<file path="src/rtl/fp8_dot_accum.sv">
// ============================================================================
// fp8_dot_accum / fp8_e4m3_fma
// Sequential FP8 E4M3 dot-product engine around one single-cycle FMA.
// Optional ReLU on the result port: define FP8_DOT_RELU_EN.
// Revision: 1.0 - initial release
// ============================================================================
`default_nettype none

module fp8_e4m3_fma (
  input  logic [7:0] i_a,
  input  logic [7:0] i_b,
  input  logic [7:0] i_c,
  output logic [7:0] o_y
);
  // Exact a*b+c in fixed point (LSB = 2^-18), then one round-to-nearest-even.
  localparam int c_W = 38;

  logic [3:0]     w_ea, w_eb, w_ec, w_ma, w_mb, w_mc;
  logic [7:0]     w_prod;
  logic [4:0]     w_psh;
  logic [c_W-1:0] w_p, w_c, w_m;
  logic           w_sp, w_s, w_g, w_st;
  logic [5:0]     w_lead, w_sh, w_e;
  logic [4:0]     w_q, w_rnd;
  logic [2:0]     w_mant;

  assign w_ea   = (i_a[6:3] == 4'd0) ? 4'd1 : i_a[6:3];
  assign w_eb   = (i_b[6:3] == 4'd0) ? 4'd1 : i_b[6:3];
  assign w_ec   = (i_c[6:3] == 4'd0) ? 4'd1 : i_c[6:3];
  assign w_ma   = {|i_a[6:3], i_a[2:0]};
  assign w_mb   = {|i_b[6:3], i_b[2:0]};
  assign w_mc   = {|i_c[6:3], i_c[2:0]};
  assign w_prod = {4'd0, w_ma} * {4'd0, w_mb};
  assign w_psh  = {1'b0, w_ea} + {1'b0, w_eb} - 5'd2;
  assign w_p    = {30'd0, w_prod} << w_psh;
  assign w_c    = {34'd0, w_mc} << ({1'b0, w_ec} + 5'd8);
  assign w_sp   = i_a[7] ^ i_b[7];

  always_comb begin
    w_s    = w_sp;
    w_m    = '0;
    w_lead = 6'd0;
    w_sh   = 6'd9;
    w_q    = 5'd0;
    w_g    = 1'b0;
    w_st   = 1'b0;
    w_rnd  = 5'd0;
    w_e    = 6'd0;
    w_mant = 3'd0;
    o_y    = 8'h00;
    if (w_sp == i_c[7]) begin
      w_m = w_p + w_c;
    end else if (w_p >= w_c) begin
      w_m = w_p - w_c;
    end else begin
      w_m = w_c - w_p;
      w_s = i_c[7];
    end
    for (int i = 0; i < c_W; i++) begin
      if (w_m[i]) w_lead = 6'(i);
    end
    // Mantissa LSB sits at bit w_sh; floor of 9 is the subnormal grid.
    w_sh  = (w_lead > 6'd12) ? w_lead - 6'd3 : 6'd9;
    w_q   = 5'(w_m >> w_sh);
    w_g   = w_m[w_sh - 6'd1];
    w_st  = |(w_m & ((38'd1 << (w_sh - 6'd1)) - 38'd1));
    w_rnd = w_q + {4'd0, w_g & (w_st | w_q[0])};
    if (w_rnd[4]) begin
      w_e = w_sh - 6'd7;
    end else if (w_rnd[3]) begin
      w_e    = w_sh - 6'd8;
      w_mant = w_rnd[2:0];
    end else begin
      w_mant = w_rnd[2:0];
    end
    if (w_m == '0)        o_y = 8'h00;
    else if (w_e > 6'd15) o_y = {w_s, 7'h7F};
    else                  o_y = {w_s, w_e[3:0], w_mant};
  end
endmodule

module fp8_dot_accum #(
  parameter int LEN_W = 8
) (
  input  logic             clk,
  input  logic             rst_n,
  input  logic             start,
  input  logic [LEN_W-1:0] len,
  input  logic [7:0]       init_c,
  input  logic             in_valid,
  output logic             in_ready,
  input  logic [7:0]       in_a,
  input  logic [7:0]       in_b,
  output logic             out_valid,
  input  logic             out_ready,
  output logic [7:0]       out_data,
  output logic             busy
);
  typedef enum logic [1:0] {
    S_IDLE  = 2'd0,
    S_ACCUM = 2'd1,
    S_DONE  = 2'd2
  } state_t;

  state_t           r_state, w_state_nxt;
  logic [7:0]       r_acc;
  logic [LEN_W-1:0] r_cnt, r_len;
  logic [7:0]       w_fma;
  logic             w_beat, w_last;

  fp8_e4m3_fma u_fma (
    .i_a (in_a),
    .i_b (in_b),
    .i_c (r_acc),
    .o_y (w_fma)
  );

  assign w_beat = (r_state == S_ACCUM) && in_valid;
  assign w_last = (r_cnt == r_len - LEN_W'(1));

  always_comb begin
    w_state_nxt = r_state;
    case (r_state)
      S_IDLE:  if (start) w_state_nxt = (len != '0) ? S_ACCUM : S_DONE;
      S_ACCUM: if (w_beat && w_last) w_state_nxt = S_DONE;
      S_DONE:  if (out_ready) w_state_nxt = S_IDLE;
      default: w_state_nxt = S_IDLE;
    endcase
  end

  always_ff @(posedge clk or negedge rst_n) begin
    if (!rst_n) begin
      r_state <= S_IDLE;
      r_acc   <= 8'h00;
      r_cnt   <= '0;
      r_len   <= '0;
    end else begin
      r_state <= w_state_nxt;
      if (r_state == S_IDLE && start) begin
        r_acc <= init_c;
        if (len != '0) begin
          r_len <= len;
          r_cnt <= '0;
        end
      end else if (w_beat) begin
        r_acc <= w_fma;
        r_cnt <= r_cnt + LEN_W'(1);
      end
    end
  end

  assign in_ready  = (r_state == S_ACCUM);
  assign out_valid = (r_state == S_DONE);
  assign busy      = (r_state != S_IDLE);

`ifdef FP8_DOT_RELU_EN
  assign out_data = r_acc[7] ? 8'h00 : r_acc;
`else
  assign out_data = r_acc;
`endif
endmodule

`default_nettype wire
</file>
<file path="config.mk">
export PLATFORM = sky130hd
export DESIGN_NAME = fp8_dot_accum
export DESIGN_NICKNAME = d
export VERILOG_FILES = /design/src/rtl/fp8_dot_accum.sv
export SDC_FILE = /design/constraint.sdc
export NUM_CORES = 1
export LEC_CHECK = 0
export ABC_AREA = 1
export CORE_ASPECT_RATIO = 1.5
export CORE_MARGIN = 4
export CORE_UTILIZATION = 50
export CTS_CLUSTER_SIZE = 24
export DETAILED_ROUTE_END_ITERATION = 6
export GPL_ROUTABILITY_DRIVEN = 1
export PLACE_DENSITY = 0.77
export SYNTH_ARGS = -nofsm -noshare
export SYNTH_HDL_FRONTEND = slang
export SYNTH_SLANG_ARGS = --single-unit
</file>
<file path="constraint.sdc">
create_clock -name clk -period 18.4 [get_ports clk]
set_input_delay 3.68 -clock clk [delete_from_list [all_inputs] [get_ports clk]]
set_output_delay 3.68 -clock clk [all_outputs]
set_load 0.01 [all_outputs]
</file>
* Yosys cells after proc, flatten, opt, wreduce, memory -nomap -nowiden *
Cells that the tools add are included.

storage, ports and cells
  bits in registers = 26
  input bits = 37

cells by class
  shift-type cells = 4
  $add $sub $neg = 14
  $lt $le $gt $ge = 4
  eq/ne operators = 8
  multiply operators = 1
  multiplexer cells = 62
  bitwise gates (word level) = 4
  reductions and logical operators = 18

operators with widths
  operator                 number
  $mux W5                  16
  $mux W38                 2
  $sub A38 B38 Y38         2
  $mux W6                  9
  $mux W8                  6
  $mux W4                  11
  $add A38 B38 Y38         1
  $and A38 B38 Y38         1
  $ge A38 B38 Y1           1
  $logic_not A38 Y1        1
  $reduce_or A38 Y1        1
  $shl A1 B6 Y38 const A   1
  $shl A4 B5 Y38           1
  $shl A8 B5 Y38           1
  $shr A38 B6 Y5           1
  $sub A38 B1 Y38 const B  1
  $mux W3                  5
  $gt A6 B4 Y1 const B     2
  $logic_not A4 Y1         3
  $mux W2                  6
  $reduce_or A4 Y1         3
  $add A8 B1 Y8 const B    1
  $eq A8 B8 Y1             1
  $mul A4 B4 Y8            1
  other kinds (28)         37

* Longest topological paths before layout *
Gate-level depths: netlist of the first run.

  depth after elaboration = 62
  mapped depth = 110
  mapped depth without buffers = 109

* Cells and area by module *
A second synthesis of the first run with hierarchy kept.

unflattened totals
  cell total of the unflattened synthesis = 2542
  area total of the unflattened synthesis = 13784.5 um^2

modules (own cells, without submodules)
  module         area an instance (um^2)  cells each  instances
  fp8_e4m3_fma   12206.7                  2329        1
  fp8_dot_accum  1577.8                   213         1

* Worst setup path before layout of the first run *
OpenSTA, ideal clock, no wires.

  kind = input -> register
  from = input port in_b[4]
  to = register r_acc[2] (netlist: out_data[2])
  setup time = 0.117 ns
  arrival = 13.488 ns
  stages = 90
  slack = 4.795 ns
  data required time = 18.283 ns
  path through = nor4_1 inv_1 nand2_1 fa_1 inv_1 fa_1 fa_1 xnor2_1 or2_1 a31oi_1 o21ai_0 nor2_1 inv_1 nor2_1 inv_1 ha_1 buf_2 nand2_2 [54 not listed] clkinv_1 clkbuf_1 ha_1 clkbuf_1 nand3_1 a32o_1 o21ai_0 a21o_1 nand2_1 nor2_1 ha_1 nand3_2 xor2_2 nand2_1 nand3_2 o21ai_1 nand2_1 nand2_1

on the way
  longest elaborated chain between the ends = 62
  elaborated cells between the ends (all ways) = 75
  those cells by class = add/sub (11); mul (1); order compare (3); shift (3); mux (50); bitwise (3); reduce/logical (4)

ends and longest elaborated chain
  item                                      line  RTL
  from (decl)                               93    input logic [7:0] in_b,
  $logic_not A4 Y1                          28    assign w_eb = (i_b[6:3] == 4'd0) ? 4'd1 : i_b[6:3];
  $mux W4                                   28
  $add A4 B4 Y5                             34    assign w_psh = {1'b0, w_ea} + {1'b0, w_eb} - 5'd2;
  $sub A5 B2 Y5                             34
  $shl A8 B5 Y38 (*)                        35    assign w_p = {30'd0, w_prod} << w_psh;
  $sub A38 B38 Y38 (tied with other cells)  56    w_m = w_c - w_p;
  $mux W38                                  53    end else if (w_p >= w_c) begin
  $mux W38 (*)                              51    if (w_sp == i_c[7]) begin
  [46 not listed]                           n/a
  $add A5 B1 Y5                             67    w_rnd = w_q + {4'd0, w_g & (w_st | w_q[0])};
  $mux W6                                   70    end else if (w_rnd[3]) begin
  $mux W6                                   68    if (w_rnd[4]) begin
  $gt A6 B4 Y1                              77    else if (w_e > 6'd15) o_y = {w_s, 7'h7F};
  $mux W7                                   77
  $mux W8 (*)                               76    if (w_m == '0) o_y = 8'h00;
  $mux W8 (*)                               145   end else if (w_beat) begin
  $mux W8 (*)                               139   if (r_state == S_IDLE && start) begin
  to (signal assigned)                      140   r_acc <= init_c;
  to (signal assigned)                      146   r_acc <= w_fma;
  to (decl)                                 106   logic [7:0] r_acc;

Mark *: on every way between the ends. The rest lies on a longest branch, timed or not. The select of a mux whose other input is x is not followed.
A chain may end at the register's enable or synchronous reset.

* Final worst setup path of the first run *
  from = input port in_b[4]
  to = register r_acc[0] (netlist: out_data[0])

Same word-level chain as after synthesis.

==> results.json, run 1 <==
{
  "run_status": "finished clean",
  "syn_inst": 2506,
  "path_clk_slew_ns": 0.07,
  "antenna_left": 0,
  "slew_violations": 0,
  "drc": 0,
  "yosysSeqAreaShare_pct": 4.72,
  "avgSynthCellArea_um2": 5.50,
  "grt_start_max_net_pins": 59,
  "start_util_pct": 50.6,
  "diodes": 0,
  "worst_ep_required_time_ns": 18.56,
  "clock-root-buffer": "clkbuf_16",
  "grt_pass1_vias": 16300,
  "grt_pass1_wl_um": 87600,
  "seqCellArea_um2": 651,
  "post-route-cell-area_mm2": 0.0147,
  "maxSlewHeadroom_pct": 11.6,
  "core_mm2": 0.0272,
  "die_w_um": 144,
  "synth_edf_count": 0,
  "track_usage_pct": 36.8,
  "placed_cell_area_mm2": 0.0146,
  "wl_um": 57400,
  "synth_cell_types": 81,
  "cap_violations": 0,
  "ys_warn_count": 0,
  "fin_nets": 2733,
  "cp_common_cell": "nand2_1",
  "numPortBuffers": 47,
  "endpoint_kind": "flip-flop",
  "final.min_clock_period_ns": 16.86,
  "synth_seq_cells": 26,
  "hpwl_um": 48600,
  "setup.worst_path.class": "in -> reg",
  "clock_sinks": 26,
  "synthesis.area_mm2": 0.0138,
  "wl_per_cell_um": 19.8,
  "viasPerCell": 5.84,
  "hold_ws_ns": 0.513,
  "min_path_type": "reg -> reg",
  "synthToLayoutAreaGrowth_pct": 6.53,
  "period_share_pct": 91.6,
  "clock_skew_ns": 0.00200,
  "overflow": 0,
  "rows": 74,
  "detailroute.via_count": 16900,
  "cp_max_fo": 29,
  "post_cts_buffers": 0,
  "setup_viol": 0,
  "io_pins": 48,
  "cts_tree": "yes",
  "cts_max_level": 1,
  "die_area_mm2": 0.0303,
  "drive_gt1_share_pct": 6.90,
  "multi_input_area_mm2": 0.0114,
  "tightest_slew_ns": 1.32,
  "grt_antenna_before_repair": 1,
  "cts_hold_buf": 0,
  "cpPeakStageDelay_ns": 0.63,
  "clock_latency_ns": 0.27,
  "drt_pass1_iterations": 6,
  "ys.flop_type": "dfrtp_1",
  "place_congestion": 1.09,
  "crit_slowest_cell": "nor2_4",
  "async_reset_ff_share_pct": 100,
  "cts_buffers": 3,
  "fill_cells": 3037,
  "drt_iter0_drc": 1181,
  "cts_resized": 0,
  "tns_ns": 0,
  "fmax_mhz": 59.3,
  "die_y_um": 211,
  "start_kind": "primary input",
  "crit_arrival_ns": 17.02,
  "hold_viol": 0,
  "clock_path_buffers": 2,
  "rsz0062_at_grt": "false"
}
-- per-stage QoR --
stage	utilization, %	instances	setup WS, ns
finish	53.9	2891	1.54
global route	53.9	2891	0.436
CTS	53.9	2891	1.97
detailed placement	53.5	2887	1.70
global placement	53.5	2887	1.79
floorplan	-	2558	4.80
-- metal layers --
layer | vias to the layer above | part of all wire, % | track usage [%]
li1 | 8162 | - | -
met1 | 7697 | 35 | 38.6
met2 | 743 | 48 | 64.7
met3 | 284 | 5.9 | 3.98
met4 | 2 | 11 | 30.7
met5 | - | 0.023 | 0
-- flip-flops by register name (all words and copies together), names as in the netlist --
signal,cells
r_state,2
r_cnt,8
out_data,8
r_len,8
-- synth_stat cells (7+ instances only) --
master,instances,area [µm²]
a21oi_1,184,921
a31oi_1,19,119
buf_2,32,160
buf_4,10,75.1
buf_6,11,124
clkbuf_1,22,82.6
dfrtp_1,26,651
fa_1,8,160
ha_1,138,1730
inv_1,369,1390
inv_2,31,116
nand2_1,594,2230
nand2_2,38,238
nand2_4,7,78.8
nand3_1,163,816
nand3_2,16,160
nand4_1,19,119
nor2_1,314,1180
nor2_2,15,93.8
nor2_4,11,124
nor3_1,24,120
nor4_1,12,75.1
o2111ai_1,7,61.3
o211ai_1,17,128
o21ai_0,173,866
o21ai_1,29,145
o21bai_1,9,67.6
o221ai_1,8,70.1
o22ai_1,21,131
xnor2_1,10,87.6
xor2_1,50,438
-- worst max-delay path, delay by kind of cell --
kind	cells	cell delay, ns
and+or+nand+nor	76	8.58
adders and majority gates	6	2.17
AOI/OAI and AO/OA	8	1.44
buffers and inverters	6	0.97
xor gates and xnor gates	1	0.15
-- worst paths after layout --
path,start,to,slack [ns],cells past startpoint
max,in_b[4],out_data[0],1.54,97
min,r_len[7],r_len[7],0.51,2
max reg2reg,out_data[6],out_data[0],6.94,73
min reg2reg,r_len[7],r_len[7],0.51,2
max in group asynchronous,rst_n,r_cnt[0],14.35,2
min in group asynchronous,rst_n,out_data[0],3.80,2
-- cell type report --
type	count	area share, %
flip-flops and latches	26	4.43
inverters	408	10.5
well taps	342	2.92
repair buffers	65	4.13
multi-input cells	2046	77.3
clock inverters	1	0.205
clock buffers	3	0.512
-- cell usage in the layout, fill, tap and decap left out, types with 21 or more instances in the layout --
| master | instances |
|---|---|
| inv_2 | 31 |
| a21oi_1 | 184 |
| o21ai_1 | 29 |
| nand2_1 | 594 |
| o21ai_0 | 173 |
| dfrtp_1 | 26 |
| nand2_2 | 38 |
| ha_1 | 138 |
| o22ai_1 | 21 |
| clkdlybuf4s50_1 | 47 |
| nor2_1 | 314 |
| xor2_1 | 49 |
| nor3_1 | 24 |
| inv_1 | 369 |
| nand3_1 | 163 |
| conb_1 | 54 |
-- kinds of logic (layout without fill, tap and decap cells) --
| logic type | after synthesis | in the layout | synth area share, % |
|---|---|---|---|
| AOI/OAI and AO/OA | 532 | 532 | 22.4 |
| muxes | 6 | 6 | 0.445 |
| xor gates and xnor gates | 67 | 67 | 4.72 |
| other | 2 | 54 | 0.0545 |
| buffers and inverters | 486 | 477 | 14.4 |
| adders and majority gates | 146 | 146 | 13.7 |
| and+or+nand+nor | 1241 | 1241 | 39.5 |
| DFF | 26 | 26 | 4.72 |
Power of run 1 is left out: the tool's default activity adds up to more than one toggle a clock period on the data nets, which glitch-free logic cannot reach.
==> run 2, diff against run 1 <==
==> constraint.sdc (replaced) <==
create_clock -name clk -period 18.8 [get_ports clk]
set_input_delay 3.76 -clock clk [delete_from_list [all_inputs] [get_ports clk]]
set_output_delay 3.76 -clock clk [all_outputs]
set_load 0.01 [all_outputs]
==> run 2 against run 1 <==
Effect of this change: cell area decreased by 0.26%; routed wire length grew 2.1%; setup slack worse by 0.31 ns; critical path depth is 7 lower; clock skew is 0.0018 ns higher; sequential share of layout area is essentially flat; register-to-register slack worse by 0.03 ns; critical endpoint unchanged.
==> results.json, run 2 (synthesis results as in run 1) <==
{
  "run_status": "finished clean",
  "cts_tree": "yes",
  "viasPerCell": 5.92,
  "final_common_cell": "nand2_1",
  "place_congestion": 1.06,
  "finish.utilization_pct": 53.8,
  "diodes": 0,
  "clock_latency_ns": 0.26,
  "cts_resized": 0,
  "start_util_pct": 50.6,
  "cp_top_family": "simple AND/OR/NAND/NOR gates",
  "rr_endpoint": "out_data[0]",
  "crit_arrival_ns": 17.73,
  "clock-root-buffer": "clkbuf_16",
  "multi_input_area_mm2": 0.0114,
  "hold_end": "r_len[7]",
  "die_w_um": 144,
  "place_inst": 2881,
  "die_area_mm2": 0.0303,
  "clock_path_buffers": 2,
  "cts_max_level": 1,
  "slew_violations": 0,
  "synthToLayoutAreaGrowth_pct": 6.26,
  "core_mm2": 0.0272,
  "period_share_pct": 93.5,
  "clock_skew_ns": 0.00379,
  "maxSlewHeadroom_pct": 24.9,
  "die_y_um": 211,
  "antenna_left": 0,
  "fin_nets": 2727,
  "wl_um": 58600,
  "cp_common_cell": "nand2_1",
  "reg2reg_from": "out_data[6]",
  "worst_ep_required_time_ns": 18.96,
  "cts_buffers": 3,
  "detailroute.via_count": 17100,
  "drt_pass1_iterations": 7,
  "rows": 74,
  "setup.worst_path.class": "in -> reg",
  "tns_ns": 0,
  "drt_iter0_drc": 1539,
  "post_cts_buffers": 0,
  "hpwl_um": 48600,
  "timing.final.ws_setup_ns": 1.23,
  "cp_max_fo": 24,
  "drc": 0,
  "layout_common_cells": "nand2_1 (594), inv_1 (369), nor2_1 (314)",
  "clock_sinks": 26,
  "wl_per_cell_um": 20.3,
  "tightest_slew_ns": 1.11,
  "grt_pass1_vias": 16400,
  "cap_violations": 0,
  "overflow": 0,
  "grt_start_max_net_pins": 59,
  "io_pins": 48,
  "cpPeakStageDelay_ns": 0.88,
  "cts_hold_buf": 0,
  "hold_viol": 0,
  "grt_antenna_before_repair": 4,
  "dp_slack_ns": 1.70,
  "crit_slowest_cell": "xor2_1",
  "rsz0062_at_grt": "false",
  "endpoint_kind": "flip-flop",
  "min_path_cells": 2,
  "setup_viol": 0,
  "start_kind": "primary input",
  "seqCellArea_um2": 651,
  "grt_pass1_wl_um": 89700,
  "numPortBuffers": 47,
  "path_buf_inv": 12,
  "path_clk_slew_ns": 0.07,
  "fill_cells": 2937,
  "min_path_type": "reg -> reg",
  "layout.cells.non_filler": 2885,
  "track_usage_pct": 37.9,
  "reg2reg_slack_ns": 6.91,
  "drive_gt1_share_pct": 6.72,
  "fmax_mhz": 56.9,
  "worstHoldStart": "r_len[7]",
  "final.min_clock_period_ns": 17.57,
  "rr_worst_depth": 76
}
## run 2: cell types whose count changed in the layout (fill, tap and decap cells not counted), sizes merged
cell  change
buf       -6
## run 2: area by class of cell
type | count | share of cell area (%)
clock buffers | 3 | 0.513
flip-flops and latches | 26 | 4.44
multi-input cells | 2046 | 77.6
inverters | 408 | 10.5
clock inverters | 1 | 0.205
well taps | 342 | 2.92
repair buffers | 59 | 3.83
## run 2: worst min-delay path: stages, from the launching register on
cell and delay [ns]:
dfrtp_1 0.37, nand2_1 0.07, nand2_1 0.05
## run 2: worst max-delay path by stage
stage,startpoint,to,slack (ns),depth (start not counted)
2_1_floorplan,in_b[4],out_data[2],5.12,90
3_3_place_gp,in_b[4],out_data[0],1.90,88
3_5_place_dp,in_b[4],out_data[0],1.70,92
4_1_cts,in_b[4],out_data[0],1.95,93
5_1_grt,in_b[4],out_data[0],0.14,91
6_report,in_b[4],out_data[0],1.23,90
## run 2: routing by layer
layer	wire length, µm	up-vias	global-route usage (%)
li1	-	8150	-
met1	20200	7767	40.2
met2	28300	841	66.1
met3	3930	307	5.45
met4	6160	4	30.2
met5	27	-	0
## run 2: through the flow
step	hold slack, ns	cell area, µm²
global route	0.555	14600
floorplan	0.462	14000
detailed placement	0.507	14500
CTS	0.525	14600
finish	0.529	14600
global placement	0.478	14500
Power of run 2 is left out for the same reason.
